[src/rtl/seg7_pkg.sv]
// seg7_pkg: shared glyph codes, segment patterns and default message for
// the scrolling 7-segment driver.
//   glyph_t      - 4-bit glyph code
//   BLANK..I     - glyph code constants
//   SEG_*        - segment patterns {g,f,e,d,c,b,a}, active-high
//   DEFAULT_MSG  - "CLAUDIA", entry 0 in bits [3:0]
package seg7_pkg;

    typedef logic [3:0] glyph_t;

    localparam glyph_t BLANK = 4'd0;
    localparam glyph_t C     = 4'd1;
    localparam glyph_t L     = 4'd2;
    localparam glyph_t A     = 4'd3;
    localparam glyph_t U     = 4'd4;
    localparam glyph_t D     = 4'd5;
    localparam glyph_t I     = 4'd6;

    localparam logic [6:0] SEG_BLANK = 7'b0000000;
    localparam logic [6:0] SEG_C     = 7'b0111001;
    localparam logic [6:0] SEG_L     = 7'b0111000;
    localparam logic [6:0] SEG_A     = 7'b1110111;
    localparam logic [6:0] SEG_U     = 7'b0111110;
    localparam logic [6:0] SEG_D     = 7'b0111111;
    localparam logic [6:0] SEG_I     = 7'b0000110;

    localparam int DEFAULT_MSG_LEN = 7;
    localparam logic [DEFAULT_MSG_LEN*4-1:0] DEFAULT_MSG = {A, I, D, U, A, L, C};

endpackage

[src/rtl/seg7_glyph.sv]
// seg7_glyph: combinational glyph-code to segment decoder.
//   code_i - glyph code
//   seg_o  - segments {g,f,e,d,c,b,a}, active-high; unknown codes are dark
module seg7_glyph
    import seg7_pkg::*;
(
    input  glyph_t     code_i,
    output logic [6:0] seg_o
);

    always_comb begin
        seg_o = SEG_BLANK;
        case (code_i)
            C:       seg_o = SEG_C;
            L:       seg_o = SEG_L;
            A:       seg_o = SEG_A;
            U:       seg_o = SEG_U;
            D:       seg_o = SEG_D;
            I:       seg_o = SEG_I;
            default: seg_o = SEG_BLANK;
        endcase
    end

endmodule

[src/rtl/seg7_scroll_mux.sv]
// seg7_scroll_mux: time-multiplexed scrolling driver for a row of 7-segment
// digits. The visible window walks a ring of MSG glyphs followed by
// NUM_DIGITS blanks.
//   clk, rst_n    - clock, asynchronous active-low reset
//   en            - display enable (0: everything holds, outputs dark)
//   scroll_en     - allow scroll steps (sampled at the step edge only)
//   dir           - 0: pos+1 (scroll left), 1: pos-1 (scroll right)
//   seg           - registered segments {g,f,e,d,c,b,a}, active-high
//   an            - registered one-hot digit select, polarity AN_ACTIVE_LOW
//   pos           - window start index into the ring
//   wrap          - one-cycle pulse after a step that wraps pos
module seg7_scroll_mux
    import seg7_pkg::*;
#(
    parameter int                       NUM_DIGITS    = 4,
    parameter int                       MSG_LEN       = DEFAULT_MSG_LEN,
    parameter logic [MSG_LEN*4-1:0]     MSG           = DEFAULT_MSG,
    parameter int                       SCAN_DIV      = 1000,
    parameter int                       SCROLL_FRAMES = 50,
    parameter bit                       AN_ACTIVE_LOW = 1'b1
) (
    input  logic                                          clk,
    input  logic                                          rst_n,
    input  logic                                          en,
    input  logic                                          scroll_en,
    input  logic                                          dir,
    output logic [6:0]                                    seg,
    output logic [NUM_DIGITS-1:0]                         an,
    output logic [$clog2(MSG_LEN+NUM_DIGITS)-1:0]         pos,
    output logic                                          wrap
);

    localparam int RING = MSG_LEN + NUM_DIGITS;
    localparam int PW   = $clog2(RING);
    localparam int SW   = $clog2(SCAN_DIV);
    localparam int DW   = (NUM_DIGITS > 1) ? $clog2(NUM_DIGITS) : 1;
    localparam int FW   = (SCROLL_FRAMES > 1) ? $clog2(SCROLL_FRAMES) : 1;

    localparam logic [SW-1:0]         SCAN_LAST  = SW'(SCAN_DIV - 1);
    localparam logic [DW-1:0]         DIG_LAST   = DW'(NUM_DIGITS - 1);
    localparam logic [FW-1:0]         FRAME_LAST = FW'(SCROLL_FRAMES - 1);
    localparam logic [PW-1:0]         POS_LAST   = PW'(RING - 1);
    localparam logic [PW:0]           RING_W     = (PW+1)'(RING);
    localparam logic [NUM_DIGITS-1:0] AN_OFF     = AN_ACTIVE_LOW ? {NUM_DIGITS{1'b1}} : '0;

    logic [SW-1:0]         scan_q, scan_d;
    logic [DW-1:0]         dig_q, dig_d;
    logic [FW-1:0]         frame_q, frame_d;
    logic [PW-1:0]         pos_q, pos_d;
    logic                  wrap_q, wrap_d;
    logic [6:0]            seg_q, seg_d;
    logic [NUM_DIGITS-1:0] an_q, an_d;

    glyph_t                ring [RING];
    logic [PW:0]           sum;
    logic [PW-1:0]         idx;
    logic                  scan_last, frame_end, step;

    // Message glyphs followed by the blank gap.
    always_comb begin
        for (int i = 0; i < RING; i++) begin
            ring[i] = (i < MSG_LEN) ? MSG[i*4 +: 4] : BLANK;
        end
    end

    // pos + digit is below 2*RING, so a single conditional subtract wraps it.
    always_comb begin
        sum = {1'b0, pos_q} + (PW+1)'(dig_q);
        idx = (sum >= RING_W) ? PW'(sum - RING_W) : PW'(sum);
    end

    seg7_glyph u_glyph (
        .code_i (ring[idx]),
        .seg_o  (seg_d)
    );

    always_comb begin
        scan_last = (scan_q == SCAN_LAST);
        frame_end = scan_last && (dig_q == DIG_LAST);
        step      = frame_end && (frame_q == FRAME_LAST) && scroll_en;

        scan_d  = scan_last ? '0 : scan_q + 1'b1;
        dig_d   = dig_q;
        if (scan_last) dig_d = (dig_q == DIG_LAST) ? '0 : dig_q + 1'b1;
        frame_d = frame_q;
        if (frame_end) frame_d = (frame_q == FRAME_LAST) ? '0 : frame_q + 1'b1;

        pos_d  = pos_q;
        wrap_d = 1'b0;
        if (step) begin
            if (!dir) begin
                pos_d  = (pos_q == POS_LAST) ? '0 : pos_q + 1'b1;
                wrap_d = (pos_q == POS_LAST);
            end else begin
                pos_d  = (pos_q == '0) ? POS_LAST : pos_q - 1'b1;
                wrap_d = (pos_q == '0);
            end
        end

        an_d = NUM_DIGITS'(1) << dig_q;
        if (AN_ACTIVE_LOW) an_d = ~an_d;
    end

    // seg and an are loaded from the same pre-edge digit/pos so they always
    // switch together; a step at digit wrap lands with digit 0 on the next edge.
    always_ff @(posedge clk or negedge rst_n) begin
        if (!rst_n) begin
            scan_q  <= '0;
            dig_q   <= '0;
            frame_q <= '0;
            pos_q   <= '0;
            wrap_q  <= 1'b0;
            seg_q   <= '0;
            an_q    <= AN_OFF;
        end else if (!en) begin
            wrap_q  <= 1'b0;
            seg_q   <= '0;
            an_q    <= AN_OFF;
        end else begin
            scan_q  <= scan_d;
            dig_q   <= dig_d;
            frame_q <= frame_d;
            pos_q   <= pos_d;
            wrap_q  <= wrap_d;
            seg_q   <= seg_d;
            an_q    <= an_d;
        end
    end

    assign seg  = seg_q;
    assign an   = an_q;
    assign pos  = pos_q;
    assign wrap = wrap_q;

endmodule

[config.mk]
export PLATFORM = sky130hd
export DESIGN_NAME = seg7_scroll_mux
export DESIGN_NICKNAME = d
export VERILOG_FILES = /design/src/rtl/seg7_pkg.sv /design/src/rtl/seg7_glyph.sv /design/src/rtl/seg7_scroll_mux.sv
export SDC_FILE = /design/constraint.sdc
export NUM_CORES = 1
export LEC_CHECK = 0
export BUFFER_PORTS_ARGS = -buffer_cell sky130_fd_sc_hd__buf_2
export CAP_MARGIN = 10
export CORE_ASPECT_RATIO = 2
export CORE_UTILIZATION = 40
export DETAILED_ROUTE_END_ITERATION = 10
export PLACE_DENSITY = 0.57
export SLEW_MARGIN = 20
export SYNTH_ARGS = -nofsm -noshare
export SYNTH_HDL_FRONTEND = slang
export SYNTH_HIERARCHICAL = 1
export SYNTH_SLANG_ARGS = --single-unit
[constraint.sdc]
create_clock -name clk -period 3.5 [get_ports clk]
set_input_delay 0.525 -clock clk [delete_from_list [all_inputs] [get_ports clk]]
set_output_delay 0.525 -clock clk [all_outputs]
set_load 0.05 [all_outputs]
==> results.cfg, run 1 <==
[placed_design]
dpl_worst_slack_ns = 0.1079
dpl_cell_area_um2 = 2332
io_buffers = 20
place_congestion = 0.8800
hpwl_mm = 3.335
placed_cells_incl_taps = 301

[synthesis]
yosysTopAreaCell = dfrtp_1
yosysWarnings = 6
synth-seq-area-share_pct = 39.45
synth_seq_cells = 34
synth_area_um2 = 2170
synth_top_area_share_pct = 34.60
synth_area_leaders = dfrtp_1 (35%), ha_1 (8.1%), dfstp_2 (4.8%)
synthDistinctLibCells = 58
async_reset_ff_share_pct = 100.0
postSynthAreaPerCell_um2 = 9.686
ys.flop_type = dfrtp_1
synth_cells = 224
synth_edf_count = 0

[finish]
antenna_cells = 0
stdcell_count = 310
fin_util_pct = 47.54
drive_above_1_share_pct = 20.24
final_area_um2 = 2465
syn_to_final_growth_pct = 13.61
finalNetCount = 271

[die]
core-area_um2 = 5185
dieArea_um2 = 5740
die_x_um = 54.08
rows = 37
io_pins = 21
start_util_pct = 41.84
die-height_um = 106.2

[sta]
relSlewSlack_pct = 50.60
hold_viol = 0
setup_ws_ns = 0.1395
tightest_slew_ns = 0.7410
max_freq_mhz = 297.6
slew_violations = 0
setup_violations = 0
fin_skew_ns = 0.01046
period_share_pct = 96.02
post-route-min-period_ns = 3.361

[cts]
cts-root-buf = clkbuf_8
clkTransAtPathRegs_ns = 0.07
clkSinkCount = 34
cts_buffers = 5
clockBufferDepth = 2
cts_tree = yes
htreeDepth = 2
clock_latency_ns = 0.29

[setup_path]
arrival_ns = 3.53
crit_chain = ha_1 > fa_2 > ha_4 > a21oi_4 > a311o_1 > o21ai_1 > o21a_1 > mux2i_4 > nand2_2 > mux2_4 > and2_1
start_kind = flip-flop
path_max_fanout = 5
r2r-start = dig_q[0]
path_class = reg2reg
cp_slowest_stage_delay_ns = 0.63
cp_slowest_cell = fa_2
endpoint_kind = flip-flop
cp.required_ns = 3.67
crit_path_start = dig_q[0]

[run_status]
status = completed

[drt]
vias_per_cell = 5.481
dr_total_vias = 1699
drc = 0
wl_mm = 4.275
drt_iter0_drc = 27
antenna_left = 0
wire_per_inst_um = 13.79
firstDrtPassIters = 4

[power]
pwr-share-comb_pct = 13.1
powerDensity_nw_per_um2 = 390.9
vdd.ir_drop.worst_uv = 378.4
intPower_uw = 705.1
switching_power_uw = 258.5
seq_power_share_pct = 50.6
p_leak_uw = 0.001143
swShare_pct = 26.83
power_frac_clock_pct = 36.3

[grt]
grt_usage_pct = 17.29
first_global_vias = 1704
antenna_found_initial = 0
grt_max_degree = 35
gr-total-overflow = 0
grt_first_pass_wirelength_mm = 7.431

[min_path]
hold_path_class = in2async

[run]
drv_cap = 0
## area by class of cell
class                      count  area, µm²
clock inverter                 1      30.03
multi-input combinational    177       1265
clock buffer                   7      76.32
sequential                    34      857.1
tap                           58      72.57
inverter                       9      33.78
timing repair buffer          24      130.1
fill                         510       2720
## what timing repair did
item,CTS,global route
setup endpoints to repair,0,5
gates resized for setup,0,2
setup buffers,0,1
hold buffers,0,0
## per-layer routing
layer | vias to the layer above | global-route usage (%) | wire length [µm]
met5 | - | 0 | 0
met4 | 0 | 8.608 | 90
met3 | 8 | 2.861 | 94
li1 | 839 | - | -
met2 | 25 | 31.31 | 2457
met1 | 827 | 17.74 | 1633
## critical path: cells and delay by family, from the launching register on
kind / cells / cell delay, ns
fa+ha+maj: 3 / 1.08
mux: 2 / 0.62
simple gates: 2 / 0.25
flops: 1 / 0.43
compound gates: 4 / 0.86
## power groups by stage
| stage | Sequential, µW | Clock [µW] | Combinational (µW) |
|---|---|---|---|
| 6_report | 488 | 350 | 126 |
| 3_3_place_gp | 495 | 0 | 125 |
| 5_1_grt | 498 | 378 | 145 |
| 2_1_floorplan | 498 | 0 | 88.1 |
| 3_5_place_dp | 494 | 0 | 130 |
| 4_1_cts | 488 | 361 | 130 |
## logic make-up after synthesis
group / count (synthesis) / share of synthesized area [%]
and+or+nand+nor: 92 / 24.11
AOI/OAI and AO/OA: 49 / 16.32
DFF: 34 / 39.45
buffers and inverters: 18 / 4.382
adders and majority gates: 15 / 8.997
xor gates and xnor gates: 10 / 4.037
muxes: 5 / 2.537
other: 1 / 0.1728
## Yosys cell counts, types with 2 or more instances
| library cell | instances |
|---|---|
| a211oi_1 | 2 |
| a21o_1 | 2 |
| a21oi_1 | 10 |
| and2_1 | 10 |
| and3_1 | 3 |
| buf_2 | 4 |
| buf_4 | 2 |
| buf_6 | 2 |
| dfrtp_1 | 30 |
| dfstp_2 | 4 |
| ha_1 | 14 |
| inv_1 | 9 |
| mux2i_1 | 4 |
| nand2_1 | 19 |
| nand2b_1 | 3 |
| nand3_1 | 8 |
| nand4_1 | 2 |
| nor2_1 | 19 |
| nor2b_1 | 3 |
| nor3_1 | 8 |
| nor4_1 | 2 |
| o211ai_1 | 2 |
| o21a_1 | 2 |
| o21ai_0 | 13 |
| o31ai_1 | 4 |
| o41ai_1 | 3 |
| xnor2_1 | 7 |
| xor2_1 | 3 |
## flip-flops by register name, indices dropped and copies added, names as in the netlist
signal / flops
an: 4
dig_q: 2
frame_q: 6
pos: 4
scan_q: 10
seg: 7
wrap: 1
## layout by cell type (no fill, tap or decap), types with 2 or more instances in the layout
| master | n |
|---|---|
| ha_1 | 13 |
| buf_4 | 4 |
| a211oi_1 | 2 |
| nor4_1 | 2 |
| dfrtp_1 | 29 |
| xnor2_1 | 7 |
| buf_2 | 20 |
| clkbuf_1 | 2 |
| dfstp_2 | 4 |
| and3_1 | 3 |
| nor2b_1 | 3 |
| o211ai_1 | 2 |
| nor2_1 | 19 |
| mux2i_1 | 3 |
| clkbuf_8 | 5 |
| nand4_1 | 2 |
| o21ai_0 | 13 |
| a21o_1 | 2 |
| nand3_1 | 8 |
| nor3_1 | 8 |
| o21a_1 | 2 |
| xor2_1 | 3 |
| inv_1 | 9 |
| nand2b_1 | 3 |
| o31ai_1 | 4 |
| nand2_1 | 19 |
| and2_1 | 10 |
| o41ai_1 | 3 |
| a21oi_1 | 10 |
| conb_1 | 6 |
## worst paths after layout
path                            slack [ns]  cells past startpoint    endpoint
worst min-delay path                  0.30                      1      seg[6]
max in group asynchronous             2.68                      1      pos[0]
min in group clk                      0.48                      1  frame_q[5]
worst max-delay path                  0.14                     11      seg[2]
worst max register to register        0.14                     11      seg[2]
worst min register to register        0.48                      1  frame_q[5]
## through the flow
stage                     total power (µW)  hold WS [ns]  TNS [ns]
after floorplan                      585.7        0.2294         0
after global placement               620.5        0.4838         0
after detailed placement             623.9        0.4780         0
after CTS                            978.4        0.3318         0
after global routing                  1021        0.3575  -0.03651
final                                963.6        0.2992         0
Power figures use the tool's default switching activity.
==> run 2, diff against run 1 <==
--- a/config.mk
+++ b/config.mk
@@ -5,14 +5,14 @@
 export SDC_FILE = /design/constraint.sdc
 export NUM_CORES = 1
 export LEC_CHECK = 0
+export ABC_AREA = 1
 export BUFFER_PORTS_ARGS = -buffer_cell sky130_fd_sc_hd__buf_2
 export CAP_MARGIN = 10
 export CORE_ASPECT_RATIO = 2
 export CORE_UTILIZATION = 40
 export DETAILED_ROUTE_END_ITERATION = 10
-export PLACE_DENSITY = 0.57
+export PLACE_DENSITY = 0.55
 export SLEW_MARGIN = 20
 export SYNTH_ARGS = -nofsm -noshare
 export SYNTH_HDL_FRONTEND = slang
-export SYNTH_HIERARCHICAL = 1
 export SYNTH_SLANG_ARGS = --single-unit
==> constraint.sdc (replaced) <==
create_clock -name clk -period 3.8 [get_ports clk]
set_input_delay 0.57 -clock clk [delete_from_list [all_inputs] [get_ports clk]]
set_output_delay 0.57 -clock clk [all_outputs]
set_load 0.05 [all_outputs]
==> run 2 against run 1 <==
Compared with the run above:
- synthesized cell count rose by 6.7%
- via count decreased by 4.8%
- die area decreased by 3.7%
- first-iteration DRC count fell by 11%
- core utilization decreased by 0.16 points
- final area down 4.8%
- sequential cell count decreased by 2
- cell count rose by 3.2%
- clock skew down 0.0024 ns
- largest power group unchanged
- critical endpoint is now seg[5]
- critical path type unchanged
- count of clock-buffer cells in the layout stayed put
- register-to-register slack improved by 0.79 ns
==> results.cfg, run 2 <==
[power]
p_leak_uw = 0.001170
vdd.ir_drop.worst_uv = 330.9
powerDensity_nw_per_um2 = 519.8
finalPower_uw = 1220

[sta]
rsz0062_at_grt = false
fin_skew_ns = 0.008045
tightest_slew_ns = 0.7192
relSlewSlack_pct = 52.06
max_freq_mhz = 348.9
period_share_pct = 75.43
slew_violations = 0
hold_viol = 0
post-route-min-period_ns = 2.866
setup_violations = 0
fin_setup_tns_ns = 0

[die]
start_util_pct = 42.12
io_pins = 21
dieArea_um2 = 5528
rows = 36
die_x_um = 53.08
die-height_um = 104.2
core-area_um2 = 4955

[synthesis]
async_reset_ff_share_pct = 100.0
yosysWarnings = 0
synth-seq-area-share_pct = 38.61
synth_cells = 239
yosysMostFrequentCell = inv_1
synth_area_um2 = 2087
synth_area_leaders = dfrtp_1 (34%), ha_1 (9.0%), nand3_1 (6.2%)
synth_seq_cells = 32
yosysTopAreaCell = dfrtp_1
synth_common_cells = inv_1 (34), nand2_1 (33), dfrtp_1 (28)
synth_top_area_share_pct = 33.57
ys.flop_type = dfrtp_1
syn-num-nets = 260
synth_edf_count = 0
synthDistinctLibCells = 37
postSynthAreaPerCell_um2 = 8.732

[setup_path]
path_max_fanout = 6
path_class = reg2reg
arrival_ns = 3.09
cp_slowest_cell = fa_1
cp.required_ns = 4.02
crit_chain = ha_1 > fa_1 > ha_1 > inv_1 > nand3_4 > nand2_4 > nand2_4 > nand2_2 > nand2_2 > ha_1 > inv_1 > a21oi_1 > nand3_1 > nand3_2 > nand2_1 > inv_1
cp_slowest_stage_delay_ns = 0.48
start_kind = flip-flop
endpoint_kind = flip-flop

[finish]
final_common_cell = inv_1
stdcell_count = 320
regMostFlops = scan_q
antenna_cells = 0
largest_register_ffs = 10
layout_common_cells = inv_1 (34), nand2_1 (33), dfrtp_1 (28)
fin_util_pct = 47.37
syn_to_final_growth_pct = 12.47
n_fill_cell = 530
drive_above_1_share_pct = 26.24
finalNetCount = 283

[grt]
grt_usage_pct = 16.64
grt_first_pass_wirelength_mm = 6.927
gr-total-overflow = 0
antenna_found_initial = 0
grt_max_degree = 33
first_global_vias = 1618

[cts]
hold_buffers = 0
cts-root-buf = clkbuf_8
cts_setup_buffers = 0
clkSinkCount = 32
cts_buffers = 5
htreeDepth = 2
ctsResizeCount = 0
clock_latency_ns = 0.28
clockBufferDepth = 2
cts_tree = yes
clkTransAtPathRegs_ns = 0.07

[drt]
dr_total_vias = 1618
wire_per_inst_um = 12.11
antenna_left = 0
firstDrtPassIters = 4
drt_iter0_drc = 24
wl_mm = 3.876
drc = 0
vias_per_cell = 5.056

[placed_design]
placed_cells_incl_taps = 312
place_congestion = 0.7948
io_buffers = 20
hpwl_mm = 3.017

[run]
drv_cap = 0

[min_path]
hold_path_class = in2async

[run_status]
status = completed
-- run 2: cell count changes in the layout (fill, tap and decap cells not counted), sizes merged, moves of 4 or more --
cell    before  now
inv          9   41
nand2       20   50
nand3        8   31
and2        11    0
conb         6    0
nor3         8    2
xnor2        7    1
a21oi       11   15
buf         24   20
mux2i        4    0
nand2b       4    0
nor2b        4    0
-- run 2: cell families (layout without fill, tap and decap cells) --
family / Yosys count / count (layout) / share of synthesized area, %
buffers and inverters: 47 / 71 / 10.01
adder cells (fa/ha/maj): 16 / 16 / 9.952
XOR/XNOR: 6 / 6 / 2.518
AND/OR/NAND/NOR: 104 / 104 / 29.38
flip-flops: 32 / 32 / 38.61
AO/OA/AOI/OAI: 34 / 34 / 9.533
-- run 2: final timing paths --
path	start	to	slack, ns	depth (start not counted)
max	pos[0]	seg[5]	0.93	16
min	rst_n	scan_q[2]	0.34	1
max reg2reg	pos[0]	seg[5]	0.93	16
min reg2reg	scan_q[0]	scan_q[0]	0.52	1
max in group asynchronous	rst_n	seg[2]	3.00	1
min in group clk	scan_q[0]	scan_q[0]	0.52	1
-- run 2: worst max-delay path, delay by kind of cell (launching register included) --
family	cells	cell delay [ns]
AND/OR/NAND/NOR	8	0.67
buffers and inverters	3	0.24
AO/OA/AOI/OAI	1	0.14
adder cells (fa/ha/maj)	4	1.30
flip-flops	1	0.44
-- run 2: power breakdown --
part           internal (µW)  total [µW]  switching (µW)
clock                    231         359             128
sequential               411         459            48.0
combinational            122         402             280
total                    765        1220             456
-- run 2: layout make-up --
cell class | count | area (µm²) | share of cell area, %
multi-input combinational | 160 | 1072 | 45.68
sequential | 32 | 805.8 | 34.33
inverter | 43 | 171.4 | 7.303
timing repair buffer | 20 | 100.1 | 4.264
clock buffer | 7 | 96.34 | 4.104
tap | 57 | 71.32 | 3.038
clock inverter | 1 | 30.03 | 1.279
-- run 2: per-layer routing --
| metal | track usage (%) | vias up | share of wire, % |
|---|---|---|---|
| met5 | 0 | - | 0 |
| met4 | 5.075 | 0 | 1.4 |
| met3 | 3.509 | 6 | 3.0 |
| met2 | 31.92 | 25 | 58 |
| met1 | 16.41 | 764 | 37 |
| li1 | - | 823 | - |
-- run 2: through the flow --
step,setup WS [ns],cell area [µm²],hold WS (ns)
4_1_cts,0.9084,2347,0.3742
2_1_floorplan,0.8389,2087,0.2744
3_3_place_gp,1.005,2221,0.5099
3_5_place_dp,0.9411,2221,0.5121
6_report,0.9335,2347,0.3367
5_1_grt,0.7427,2347,0.3892
